<file path="src/rtl/dwbuf.sv">
// dwbuf: data-side write buffer between dcache and mem.
// Word writes are queued in a small circular FIFO with same-address merging
// and drained to mem one at a time over the writereq/writeval handshake.
// A combinational lookup port lets the read-miss path see buffered data.
module dwbuf #(
  parameter int N     = 32,
  parameter int DEPTH = 4
) (
  input  logic                   clk,
  input  logic                   reset,
  input  logic                   inreq,
  input  logic [N-1:0]           inadr,
  input  logic [N-1:0]           indata,
  output logic                   inack,
  output logic                   writereq,
  output logic [N-1:0]           writeadr,
  output logic [N-1:0]           writedata,
  input  logic                   writeval,
  input  logic [N-1:0]           lkadr,
  output logic                   lkhit,
  output logic [N-1:0]           lkdata,
  output logic                   empty,
  output logic [$clog2(DEPTH):0] count
);

  localparam int AW = $clog2(DEPTH);
  localparam int CW = AW + 1;

  typedef enum logic [1:0] {
    IDLE = 2'd0,
    BUSY = 2'd1,
    GAP  = 2'd2
  } state_t;

  state_t         state_q, state_d;
  logic [DEPTH-1:0] valid_q, valid_d;
  logic [N-1:0]   adr_q  [DEPTH];
  logic [N-1:0]   adr_d  [DEPTH];
  logic [N-1:0]   data_q [DEPTH];
  logic [N-1:0]   data_d [DEPTH];
  logic [AW-1:0]  head_q, head_d;
  logic [AW-1:0]  tail_q, tail_d;
  logic [CW-1:0]  count_q, count_d;
  logic           writereq_q, writereq_d;
  logic [N-1:0]   writeadr_q, writeadr_d;
  logic [N-1:0]   writedata_q, writedata_d;

  logic [DEPTH-1:0] pending;
  logic             mergeHit;
  logic [AW-1:0]    mergeIdx;
  logic             lkPendHit;
  logic [N-1:0]     lkPendData;
  logic             lkHeadHit;
  logic             accept;
  logic             push;
  logic             pop;

  // An entry is pending when valid and not the head currently out on the mem bus.
  always_comb begin
    pending = '0;
    for (int i = 0; i < DEPTH; i++) begin
      pending[i] = valid_q[i] & ~((state_q == BUSY) && (head_q == AW'(i)));
    end
  end

  // Search the pending entries for a merge target and for a lookup match; at most one pending entry holds any address.
  always_comb begin
    mergeHit   = 1'b0;
    mergeIdx   = '0;
    lkPendHit  = 1'b0;
    lkPendData = '0;
    for (int i = 0; i < DEPTH; i++) begin
      if (pending[i] && (adr_q[i] == inadr)) begin
        mergeHit = 1'b1;
        mergeIdx = AW'(i);
      end
      if (pending[i] && (adr_q[i] == lkadr)) begin
        lkPendHit  = 1'b1;
        lkPendData = data_q[i];
      end
    end
  end

  assign lkHeadHit = (state_q == BUSY) && valid_q[head_q] && (adr_q[head_q] == lkadr);

  assign inack  = reset & ((count_q < CW'(DEPTH)) | mergeHit);
  assign accept = inreq & inack;
  assign push   = accept & ~mergeHit;
  assign pop    = (state_q == BUSY) & writeval;

  assign lkhit  = lkPendHit | lkHeadHit;
  assign lkdata = lkPendHit ? lkPendData : (lkHeadHit ? data_q[head_q] : '0);

  assign writereq  = writereq_q;
  assign writeadr  = writeadr_q;
  assign writedata = writedata_q;
  assign count     = count_q;
  assign empty     = (count_q == '0);

  // Next-state for the FIFO contents, pointers, count and the drain FSM.
  always_comb begin
    state_d     = state_q;
    valid_d     = valid_q;
    adr_d       = adr_q;
    data_d      = data_q;
    head_d      = head_q;
    tail_d      = tail_q;
    count_d     = count_q;
    writereq_d  = writereq_q;
    writeadr_d  = writeadr_q;
    writedata_d = writedata_q;

    if (accept) begin
      if (mergeHit) begin
        data_d[mergeIdx] = indata;
      end else begin
        valid_d[tail_q] = 1'b1;
        adr_d[tail_q]   = inadr;
        data_d[tail_q]  = indata;
        tail_d          = tail_q + AW'(1);
      end
    end

    case (state_q)
      IDLE: begin
        if (count_q != '0) begin
          writereq_d = 1'b1;
          writeadr_d = adr_q[head_q];
          // A merge into the head on the very edge it is issued must reach mem, not be lost.
          if (accept && mergeHit && (mergeIdx == head_q)) begin
            writedata_d = indata;
          end else begin
            writedata_d = data_q[head_q];
          end
          state_d = BUSY;
        end
      end
      BUSY: begin
        if (writeval) begin
          valid_d[head_q] = 1'b0;
          head_d          = head_q + AW'(1);
          writereq_d      = 1'b0;
          state_d         = GAP;
        end
      end
      GAP: begin
        state_d = IDLE;
      end
      default: begin
        state_d    = IDLE;
        writereq_d = 1'b0;
      end
    endcase

    case ({push, pop})
      2'b10:   count_d = count_q + CW'(1);
      2'b01:   count_d = count_q - CW'(1);
      default: count_d = count_q;
    endcase
  end

  // Control state and the mem request registers, cleared by the synchronous active-low reset.
  always_ff @(posedge clk) begin
    if (!reset) begin
      state_q     <= IDLE;
      valid_q     <= '0;
      head_q      <= '0;
      tail_q      <= '0;
      count_q     <= '0;
      writereq_q  <= 1'b0;
      writeadr_q  <= '0;
      writedata_q <= '0;
    end else begin
      state_q     <= state_d;
      valid_q     <= valid_d;
      head_q      <= head_d;
      tail_q      <= tail_d;
      count_q     <= count_d;
      writereq_q  <= writereq_d;
      writeadr_q  <= writeadr_d;
      writedata_q <= writedata_d;
    end
  end

  // Entry payload needs no reset: it is only ever observed through a valid bit.
  always_ff @(posedge clk) begin
    adr_q  <= adr_d;
    data_q <= data_d;
  end

endmodule

</file>
<file path="config.mk">
export PLATFORM = sky130hd
export DESIGN_NAME = dwbuf
export DESIGN_NICKNAME = d
export VERILOG_FILES = /design/src/rtl/dwbuf.sv
export SDC_FILE = /design/constraint.sdc
export NUM_CORES = 1
export LEC_CHECK = 0
export ABC_AREA = 1
export BUFFER_PORTS_ARGS = -buffer_cell sky130_fd_sc_hd__buf_2
export CORE_AREA = 8 8 173 298
export CTS_CLUSTER_SIZE = 20
export DETAILED_ROUTE_END_ITERATION = 7
export DIE_AREA = 0 0 181 306
export GPL_ROUTABILITY_DRIVEN = 0
export HOLD_SLACK_MARGIN = 0.15
export PLACE_DENSITY_LB_ADDON = 0.12
export RECOVER_POWER = 50
export SYNTH_ARGS = -nofsm -noshare
export SYNTH_HDL_FRONTEND = slang
export SYNTH_SLANG_ARGS = --single-unit
</file>
<file path="constraint.sdc">
create_clock -name clk -period 5.5 [get_ports clk]
set_input_delay 0.275 -clock clk [delete_from_list [all_inputs] [get_ports clk]]
set_output_delay 0.275 -clock clk [all_outputs]
set_load 0.01 [all_outputs]
</file>
* After elaboration in Yosys (flattened, before gate mapping)
Cells that the tools add are included.
Cells by class: add/sub/neg operators 4, bitwise operators 22, mux-type cells 49, reduce and logical (&&, ||, !) cells 30, equal/unequal tests 19, order comparisons 10
Operators with widths (number):
- $mux W32 | 13
- $bwmux W128 | 3
- $eq A32 B32 Y1 | 9
- $bmux W32 S2 | 2
- $demux W32 S2 | 2
- $mux W128 | 1
- $logic_and A1 B1 Y1 | 20
- $mux W4 | 4
- $mux W1 | 14
- $ge A3 B3 Y1 const B | 3
- $not A2 Y3 | 3
- $and A1 B1 Y1 | 8
- $eq A2 B2 Y1 const B | 4
- $mux W2 | 4
- $reduce_and A2 Y1 | 4
- $eq A2 B1 Y1 const B | 3
- $lt A2 B3 Y1 const B | 2
- $lt A3 B1 Y1 const B | 2
- $not A1 Y1 | 6
- $pmux W3 S2 | 1
- $add A2 B1 Y2 const B | 2
- $and A4 B4 Y4 | 1
- $demux W1 S2 | 2
- $ge A2 B1 Y1 const B | 2
- other kinds (16) | 19
Storage, ports and cells: flip-flop bits (word level) 334, word-level logic and storage cells 150, bits of input ports 100, output and inout port bits 103

* Logic depth before layout (Yosys ltp)
word-level depth 16, mapped depth 22, depth with buffers taken out 19

* Worst setup path before layout
OpenSTA, ideal clock, no wires.
path kind flip-flop to flip-flop, start point register head_q[1], end point register adr_q[32] in the netlist's numbering (enable), required time 5.077 ns, buffers on the path 4, slack 1.174 ns, arrival time 3.903 ns, setup time 0.423 ns, stages on the path, launching flop included 17, period minus slack after synthesis 4.326 ns, cells stage by stage dfxtp_1 -> buf_4 -> inv_4 -> buf_2 -> buf_1 -> clkbuf_1 -> ha_1 -> inv_1 -> o21ai_0 -> nor2_1 -> nand2_1 -> nor2_1 -> nand3_1 -> nand2_1 -> nor2_2 -> nand4_2 -> nor2_1
On the way: word-level cells in the longest chain between the ends 13, elaborated cells between the ends (all ways) 29, classes of those cells eq/ne: 3; mux: 4; bitwise: 12; reduce/logical: 10
RTL lines:
- from (decl) | RTL line 41 | logic [AW-1:0] head_q, head_d;
- from (signal assigned) | RTL line 167 | head_q <= '0;
- from (signal assigned) | RTL line 176 | head_q <= head_d;
- $logic_not A2 Y1 | RTL line 62 | pending[i] = valid_q[i] & ~((state_q == BUSY) && (head_q == AW'(i)));
- $logic_and A1 B1 Y1 | RTL line 62
- $not A1 Y1 | RTL line 62
- $and A1 B1 Y1 | RTL line 62
- $logic_and A1 B1 Y1 | RTL line 73 | if (pending[i] && (adr_q[i] == inadr)) begin
- $mux W1 (3 in a row) | RTL line 73
- $mux W1 (*) | RTL line 73
- $or A1 B1 Y1 | RTL line 86 | assign inack = reset & ((count_q < CW'(DEPTH)) | mergeHit);
- $and A1 B1 Y1 | RTL line 86
- $and A1 B1 Y1 | RTL line 87 | assign accept = inreq & inack;
- $reduce_and A2 Y1 (no source line) (*)
- to (signal assigned) | RTL line 187 | adr_q <= adr_d;
- to (decl) | RTL line 37 | logic [N-1:0] adr_q [DEPTH];
Mark *: on every way between the ends. The rest lies on a longest branch, timed or not. A chain may end at the register's enable or synchronous reset.

* Worst setup path in the final report
start point register head_q[0], end point output lkdata[31]
On the way: word-level cells in the longest chain between the ends 10, elaborated cells between the ends (all ways) 42, classes of those cells eq/ne: 4; mux: 18; bitwise: 9; reduce/logical: 11
RTL lines:
- branches (longest 9 deep; another with $bmux W32 S2)
- $mux W32 (*) | RTL line 92 | assign lkdata = lkPendHit ? lkPendData : (lkHeadHit ? data_q[head_q] : '0);
- to (decl) | RTL line 21 | output logic [N-1:0] lkdata,
Every way passes the cells marked *. The select of a mux whose other input is x is not followed.

==> results.json <==
{
  "run_status": "finished with violations",
  "violations": "capacitance limit, slew limit",
  "layout_common_cells": "nand2_1 (872), nor2_1 (305), edfxtp_1 (256)",
  "wl_per_cell_um": 27.1,
  "power.leakage_nw": 10.1,
  "antenna_found_initial": 9,
  "period_needed_ns": 4.92,
  "synth_top_family_by_area": "simple AND/OR/NAND/NOR gates",
  "fillers": 4715,
  "ys_ff_latch": 334,
  "synth-simple-area-share": 0.290,
  "setup_viol": 0,
  "die_w_um": 181,
  "syn_to_final_growth_pct": 14.1,
  "grt_pass1_vias": 20789,
  "yosysWarnings": 0,
  "grt_usage": 0.346,
  "relSlewSlack": -0.744,
  "finalSetupTns_ns": 0,
  "fp.dieH_um": 306,
  "start_util": 0.444,
  "drc": 0,
  "hold_slack_ns": 0.166,
  "path_cells": "inv_2 -> buf_4 -> nand2_1 -> nand3_1 -> nand2_1 -> o22ai_1 -> nor2_1 -> nand3_1 -> nor3_1 -> nand3_1 -> nor2_2 -> inv_2 -> o21ai_0 -> nand2_1 -> inv_1 -> buf_2",
  "synth_top_flop_cell": "edfxtp_1",
  "overflow": 0,
  "drv_cap": 3,
  "yosysSeqAreaShare": 0.439,
  "crit_fanout": 32,
  "cpPeakStageDelay_ns": 0.68,
  "path_clk_slew_ns": 0.07,
  "port_buffers": 202,
  "drive_gt1_frac": 0.0976,
  "synth-compound-area-share": 0.115,
  "hold_class": "in -> reg",
  "max_freq_mhz": 203,
  "layout_commonest_cell": "nand2_1",
  "grt_max_degree": 65,
  "finalHoldViolations": 0,
  "synthMuxAreaShare": 0,
  "skew_ns": 0.0225,
  "synth_top_area_frac": 0.365,
  "drt-total-wl_um": 97400,
  "vdd_drop_max_mv": 0.230,
  "netlist-cell-type-count": 50,
  "clk_latency_ns": 0.56,
  "synth_area_leaders": "edfxtp_1 (36%), nand2_1 (16%), dfxtp_1 (7.4%)",
  "clockBufferDepth": 3,
  "synth.avg_cell_area_um2": 7.55,
  "netlist_area_um2": 21100,
  "ctsHoldBuffers": 62,
  "cts_buffers": 35,
  "synth_top_area_cell": "edfxtp_1",
  "critPathKind": "reg -> out",
  "cts-root-buf": "clkbuf_16",
  "placed_cells": 3462,
  "critical_path.slowest_cell": "nor2_1",
  "syn_nets": 2901,
  "nets": 3077,
  "cp.arrival_ns": 4.64,
  "pin_count": 203,
  "grt_pass1_wl_um": 140000,
  "firstDrtPassIters": 6,
  "htree_num_levels": 2,
  "start_kind": "flip-flop",
  "synthAdderAreaFrac": 0.00629,
  "synth_edf_count": 256,
  "fp-row-count": 106,
  "vias": 21410,
  "worst_pin_slew_ns": 2.62,
  "post_cts_buffers": 0,
  "slew_viol_final": 121,
  "post-route-period-util": 0.894,
  "cp.required_ns": 5.22,
  "core-area_um2": 47500,
  "hpwl_um": 67200,
  "drtIter0Drc": 2298,
  "cts.repair.resized": 0,
  "endpoint_kind": "primary output",
  "synthXorXnorAreaFrac": 0.0672,
  "pwr_density_cell_nw_per_um2": 289,
  "fin_cells": 3589,
  "rsz0062_at_grt": "false",
  "cts_tree": "done",
  "ant_nets": 0,
  "syn-instance-count": 2791,
  "avgViaCountPerCell": 5.97,
  "async_flop_share": 0,
  "die_area_um2": 55400,
  "clock_sinks": 334
}
==> sequential cells by signal, indices dropped and copies added, names as in the netlist <==
name / cells
adr_q: 128
count: 3
writereq: 1
data_q: 128
state_q: 2
tail_q: 2
head_q: 2
writedata: 32
writeadr: 32
valid_q: 4
==> per-layer routing <==
layer / up-vias / track usage / routed length, µm
met5: - / 0 / 56
met4: 8 / 0.277 / 9700
met3: 457 / 0.108 / 10300
met2: 1455 / 0.581 / 46000
met1: 9969 / 0.352 / 31300
li1: 9521 / - / -
==> where the power goes <==
group / leakage (nW) / total (mW) / internal, mW / switching [mW]
Sequential: 2.95 / 2.97 / 2.86 / 0.102
Clock: 0.605 / 2.59 / 1.48 / 1.11
Combinational: 6.58 / 1.41 / 0.399 / 1.01
Total: 10.1 / 6.96 / 4.74 / 2.22
==> cell usage after synthesis (9+ instances only) <==
library cell and count:
and2_1 15, nor2_1 313, a21oi_2 27, buf_2 69, inv_1 206, dfxtp_1 78, xor2_1 57, edfxtp_1 256
a32o_1 31, nor4_1 14, o22ai_1 28, nand2_1 871, nand3_1 146, buf_6 14, clkbuf_1 61, ha_1 9
o21ai_1 47, nand4_1 69, a21oi_1 160, inv_2 30, xnor2_1 101, o21ai_0 103, buf_1 10, buf_4 10
==> metrics by stage <==
stage	power (mW)	setup slack, ns	instance area, µm²	util
after detailed placement	4.34	1.34	22400	0.471
final	6.96	0.583	24100	0.507
after global placement	4.32	1.41	22400	0.471
after global routing	7.18	0.287	24000	0.507
after CTS	6.93	0.948	24200	0.510
after floorplan	3.77	1.17	21100	-
==> cell type report <==
type                       instances  area (µm²)  share of cell area
clock buffer                      42         976              0.0406
antenna                            2        5.00            0.000208
clock inverter                    21         254              0.0106
inverter                         238         896              0.0372
timing repair buffer             303        1800              0.0746
multi-input combinational       2055       10100               0.421
sequential                       334        9250               0.385
tap                              594         743              0.0309
==> final timing paths <==
check                                   start  slack (ns)  cells after the start             to
worst min-delay path                 writeval        0.17                      4     state_q[0]
worst max-delay path                head_q[0]        0.58                     16     lkdata[31]
worst min register to register  writedata[19]        0.47                      2  writedata[19]
worst max register to register      head_q[1]        0.58                     13    data_q[102]
==> logic make-up (layout without fill, tap and decap cells) <==
group,Yosys count,count (layout)
xor gates and xnor gates,160,160
and+or+nand+nor,1472,1472
adders and majority gates,10,10
DFF,334,334
other,0,2
AOI/OAI and AO/OA,413,413
buffers and inverters,402,604
==> critical path: cells and delay by family (launching register included) <==
family | cells | cell delay (ns)
and+or+nand+nor | 9 | 1.86
AOI/OAI and AO/OA | 2 | 0.42
DFF | 1 | 0.57
buffers and inverters | 5 | 1.19
No activity file was read; power rests on OpenSTA's default activity.
